$ cat src/rtl/ext_unit_pipe.sv
// rtl/ext_unit_pipe.sv - pipelined immediate/load-data extender with elastic valid/ready stages
// Optional counters enabled by defining EXT_UNIT_STATS_EN.
module ext_unit_pipe #(
    parameter int IMM_W  = 16,
    parameter int DATA_W = 32,
    parameter int STAGES = 1
) (
    input  logic              clk,
    input  logic              reset,
    input  logic              flush,
    input  logic              in_valid,
    output logic              in_ready,
    input  logic [2:0]        ext_op,
    input  logic [IMM_W-1:0]  imm,
    input  logic [DATA_W-1:0] mem_data,
    input  logic [1:0]        byte_off,
    output logic              out_valid,
    input  logic              out_ready,
    output logic [DATA_W-1:0] result,
    output logic              misalign
`ifdef EXT_UNIT_STATS_EN
    ,
    output logic [31:0]       ops_done,
    output logic [15:0]       misalign_cnt
`endif
);

    logic [DATA_W-1:0] ext_res;
    logic              ext_mis;
    logic [1:0]        bsel;
    logic              hsel;
    logic [7:0]        byte_lane;
    logic [15:0]       half_lane;

    // A 16-bit word has only two byte lanes and one halfword lane.
    always_comb begin
        bsel = byte_off;
        hsel = byte_off[1];
        if (DATA_W == 16) begin
            bsel[1] = 1'b0;
            hsel    = 1'b0;
        end
    end

    assign byte_lane = mem_data[{bsel, 3'b000} +: 8];
    assign half_lane = mem_data[{hsel, 4'b0000} +: 16];

    always_comb begin
        ext_res = '0;
        case (ext_op)
            3'b000:  ext_res = DATA_W'(imm);
            3'b001:  ext_res = DATA_W'($signed(imm));
            3'b010:  ext_res = DATA_W'(imm) << (DATA_W - IMM_W);
            3'b011:  ext_res = DATA_W'($signed(imm)) << 2;
            3'b100:  ext_res = DATA_W'($signed(byte_lane));
            3'b101:  ext_res = DATA_W'(byte_lane);
            3'b110:  ext_res = DATA_W'($signed(half_lane));
            default: ext_res = DATA_W'(half_lane);
        endcase
    end

    assign ext_mis = ext_op[2] & ext_op[1] & byte_off[0];

    logic [STAGES-1:0] vld_q;
    logic [STAGES-1:0] mis_q;
    logic [STAGES-1:0] load;
    logic [DATA_W-1:0] res_q [STAGES];

    // Stage i can load if the consumer drains or any stage from i to the output is empty;
    // written without a stage-to-stage chain so there is no combinational self-reference.
    always_comb begin
        load = '0;
        for (int i = 0; i < STAGES; i++) begin
            load[i] = out_ready | ~&(vld_q | STAGES'((1 << i) - 1));
        end
    end

    assign in_ready  = load[0] | reset;
    assign out_valid = vld_q[STAGES-1];
    assign result    = res_q[STAGES-1];
    assign misalign  = mis_q[STAGES-1];

    always_ff @(posedge clk) begin
        if (reset) begin
            vld_q <= '0;
            mis_q <= '0;
            for (int i = 0; i < STAGES; i++) begin
                res_q[i] <= '0;
            end
        end else begin
            if (flush) begin
                vld_q <= '0;
            end else begin
                if (load[0]) begin
                    vld_q[0] <= in_valid;
                end
                for (int i = 1; i < STAGES; i++) begin
                    if (load[i]) begin
                        vld_q[i] <= vld_q[i-1];
                    end
                end
            end
            if (load[0] && in_valid) begin
                res_q[0] <= ext_res;
                mis_q[0] <= ext_mis;
            end
            for (int i = 1; i < STAGES; i++) begin
                if (load[i] && vld_q[i-1]) begin
                    res_q[i] <= res_q[i-1];
                    mis_q[i] <= mis_q[i-1];
                end
            end
        end
    end

`ifdef EXT_UNIT_STATS_EN
    // Flush wins over the output handshake, so a squashed entry is never counted.
    always_ff @(posedge clk) begin
        if (reset) begin
            ops_done     <= '0;
            misalign_cnt <= '0;
        end else if (out_valid && out_ready && !flush) begin
            ops_done <= ops_done + 32'd1;
            if (misalign) begin
                misalign_cnt <= misalign_cnt + 16'd1;
            end
        end
    end
`endif

endmodule

$ cat config.mk
export PLATFORM = sky130hd
export DESIGN_NAME = ext_unit_pipe
export DESIGN_NICKNAME = d
export VERILOG_FILES = /design/src/rtl/ext_unit_pipe.sv
export SDC_FILE = /design/constraint.sdc
export NUM_CORES = 1
export LEC_CHECK = 0
export ABC_AREA = 1
export CAP_MARGIN = 20
export CORE_MARGIN = 2
export CORE_UTILIZATION = 44
export CTS_CLUSTER_SIZE = 14
export DETAILED_ROUTE_END_ITERATION = 8
export PLACE_DENSITY = 0.81
export SLEW_MARGIN = 25
export SYNTH_ARGS = -nofsm -noshare
export SYNTH_HDL_FRONTEND = slang
export SYNTH_SLANG_ARGS = --single-unit
$ cat constraint.sdc
create_clock -name clk -period 1.91 [get_ports clk]
set_input_delay 0.191 -clock clk [delete_from_list [all_inputs] [get_ports clk]]
set_output_delay 0.191 -clock clk [all_outputs]
set_load 0.01 [all_outputs]
==> parameters.txt <==
Parameter                              Value

Setup path
  Ordered list of cells on the worst path ... clkdlybuf4s50_1 > inv_1 > nand3_1 > clkdlybuf4s50_1
  Path depth of the worst reg2reg path ... 7
  Type of the setup path with the least slack ... input port to output port
  Worst path required time ... 1720 ps
  Cell with the largest stage delay on the worst path ... clkdlybuf4s50_1
  Startpoint Class ... input port
  Delay of the slowest cell on the worst path ... 600 ps
  Maximum fanout count along the critical path ... 3
  Arr. time, crit path ... 1530 ps
  Kind of capture point of the worst setup path ... output port
  Worst path most repeated cell ... clkdlybuf4s50_1

Place
  Placed wire-length estimate after detailed placement ... 4.967 mm
  Count of input and output buffers ... 92
  Weighted congestion at the end of routability-driven global placement ... 0.8944
  Cell area after placement ... 3391 sq um
  Cell count after placement ... 486
  Minimum setup slack after placement ... -51.67 ps

Layout
  Final nets ... 481
  Ant. Diodes ... 0
  Number of standard cells in the layout, taps in and fillers out ... 494
  Filler Cell Count ... 441
  Area Overhead vs Synth ... 47.29%
  Design Area, Final ... 3472 sq um
  Fraction of final layout cells with drive strength greater than 1 ... 0.1132

Logic synthesis
  Post-synth EDFFs ... 32
  Synth area leader ... edfxtp_1
  Leading register cell type out of synthesis ... edfxtp_1
  Synth async-reset ratio ... 0
  Count of mapped cells out of synthesis ... 323
  Post-synth net total ... 381
  Warnings from Yosys ... 0
  Syn avg cell area ... 7.298 sq um
  Most repeated cell in the gate-level netlist after synthesis ... nand2_1
  Distinct cell type count after synthesis ... 29
  Proportion of netlist area held by the largest area contributor ... 0.4076
  Most common library cells after synthesis ... nand2_1, inv_1, nor2_1
  Main area contributors after synthesis ... edfxtp_1, nand2_1, inv_1, nor2_1, buf_6
  Post-synthesis instance area ... 2357 sq um
  Sequential cell area fraction in the yosys report ... 0.4246
  Synthesis-stage register bit count ... 34

Power
  Sw Pwr ... 517.1 uW
  Static power due to leakage ... 1.683 nW
  Cell Int Power ... 1.411 mW
  Part of the power in registers ... 0.462
  Pwr dens ... 555.2 nW/um^2
  Largest vdd supply drop ... 0.0002747 V
  Switching Fraction ... 0.2682
  Share of total power in the clock network ... 0.259
  Combinational share of power ... 0.279

Timing
  Max-slew violation count ... 0
  Count of final hold-check violations ... 0
  Setup slack of the critical path after layout ... 190.4 ps
  RSZ-0062 raised after global routing ... false
  Portion of the clock cycle consumed by the worst path in the final layout ... 0.9003
  Clock skew ... 2.962 ps
  Fmax ... 581.5 MHz
  Min Clock Period, post-route ... 1720 ps
  Worst slew margin relative to its limit ... 0.7374
  Setup-failing EPs final ... 0
  Worst-Margin Slew ... 392.5 ps

GRT
  Wire length of the first global-routing pass ... 10.53 mm
  Busiest layer in global routing ... met2
  GRT Residual Overflow ... 0
  Gr usage total ... 0.2198
  GRT met3 Usage ... 0.04588
  Pin count of the biggest net entering global routing ... 33
  Global routing usage on met1 ... 0.2732
  Number of antenna violations at the first check in global routing ... 0
  Met2 track utilization from global routing ... 0.3800
  Via count of the first global-routing pass ... 2,358

Clocking
  H-tree level count ... 2
  CTS Buf Count ... 5
  TritonCTS clock tree ... done
  Hold buffers post-CTS ... 0
  Maximum buffer depth of the clock tree ... 2
  Root Driver ... clkbuf_8
  Later-pin clock latency in the skew report ... 280 ps
  Clock Sinks ... 34
  Post-cts gate resize count ... 0
  Clock-pin slew on the worst setup and hold paths ... 60 ps
  Post-CTS repair timing setup buffer count ... 0

Floorplan
  Placeable core region ... 5140 sq um
  Chip height ... 77.20 microns
  Initial core utilization ... 0.4586
  Count of standard-cell rows ... 26
  Die Outline Area ... 5959 sq um
  Horizontal die dimension ... 77.20 microns
  Num ports ... 93

Worst hold path
  Hold-critical path depth ... 2
  Class of the most critical hold timing path ... input port to flip-flop

Routing
  Count of routing violations after the opening detailed-route iteration ... 257
  Post-detailed-routing wire length ... 6.194 mm
  Per-cell routed wire length ... 12.54 microns
  Vias per Instance ... 4.929
  First-pass detailed-route iteration total ... 4
  Vias post-DR ... 2,435
  Number of remaining DRC errors ... 0
  Final antenna-violating net count ... 0

Run
  Max-cap check violation count ... 0

Run status
  Result of the run ... finished, final reports clean
[critical path: cells and delay by family]
family | cells | cell delay [ps]
and+or+nand+nor | 1 | 90
buffers and inverters | 3 | 1240
[cell families (layout without fill, tap and decap cells)]
| logic type | Yosys count | in the layout | synth area share |
|---|---|---|---|
| DFF | 34 | 34 | 0.4246 |
| AOI/OAI and AO/OA | 25 | 25 | 0.06795 |
| buffers and inverters | 58 | 159 | 0.1247 |
| and+or+nand+nor | 206 | 206 | 0.3827 |
[power by group through the flow]
stage / sequential, mW / clock (mW) / combinational [mW]
global placement: 0.906 / 0 / 0.527
detailed placement: 0.908 / 0 / 0.537
floorplan: 0.940 / 0 / 0.212
global route: 0.897 / 0.533 / 0.588
finish: 0.891 / 0.499 / 0.538
CTS: 0.892 / 0.507 / 0.539
[per-stage QoR]
stage	TNS, ps	power, mW	util	hold slack, ps
6_report	0	1.928	0.6755	446.6
5_1_grt	0	2.018	0.6755	468.5
4_1_cts	0	1.938	0.6755	445.3
3_5_place_dp	-325.9	1.445	0.6597	495.1
3_3_place_gp	0	1.433	0.6597	512.0
2_1_floorplan	0	1.152	-	263.8
[routing by layer]
| metal | vias to the layer above | routed length, microns |
|---|---|---|
| met2 | 106 | 3034 |
| met5 | - | 0 |
| li1 | 1221 | - |
| met4 | 0 | 98 |
| met1 | 1097 | 2677 |
| met3 | 11 | 384 |
[flip-flops by register name, indices dropped and copies added, names as in the netlist]
| register | flops |
|---|---|
| res_q | 32 |
| out_valid | 1 |
| misalign | 1 |
[cell usage in the layout (no fill, tap or decap), types with 3 or more instances in the layout]
| cell | n |
|---|---|
| or2_2 | 3 |
| nand2_1 | 123 |
| nor2_2 | 5 |
| buf_12 | 3 |
| inv_2 | 3 |
| o21ai_2 | 3 |
| nand3_1 | 14 |
| clkdlybuf4s50_1 | 92 |
| nand2_2 | 6 |
| o21ai_0 | 11 |
| edfxtp_1 | 32 |
| buf_4 | 11 |
| clkbuf_8 | 5 |
| o211ai_1 | 5 |
| nand4_1 | 11 |
| nor2_1 | 37 |
| inv_1 | 40 |
[final timing paths]
check	startpoint	end	slack (ps)
setup / recovery	reset	in_ready	190
hold reg to reg	out_valid$_SDFFE_PP0N_	out_valid$_SDFFE_PP0N_	530
setup reg to reg	out_valid$_SDFFE_PP0N_	res_q[0][5]$_SDFFCE_PN0P_	450
hold / removal	flush	out_valid$_SDFFE_PP0N_	450
[final cells by class]
class / count / area (sq um) / area share
inverter: 45 / 176.4 / 0.05081
timing repair buffer: 106 / 1064 / 0.3063
clock buffer: 6 / 72.57 / 0.02090
tap: 70 / 87.58 / 0.02523
sequential: 34 / 1001 / 0.2883
multi-input combinational: 231 / 1062 / 0.3059
clock inverter: 2 / 8.758 / 0.002523
(Power assumes the default switching activity.)
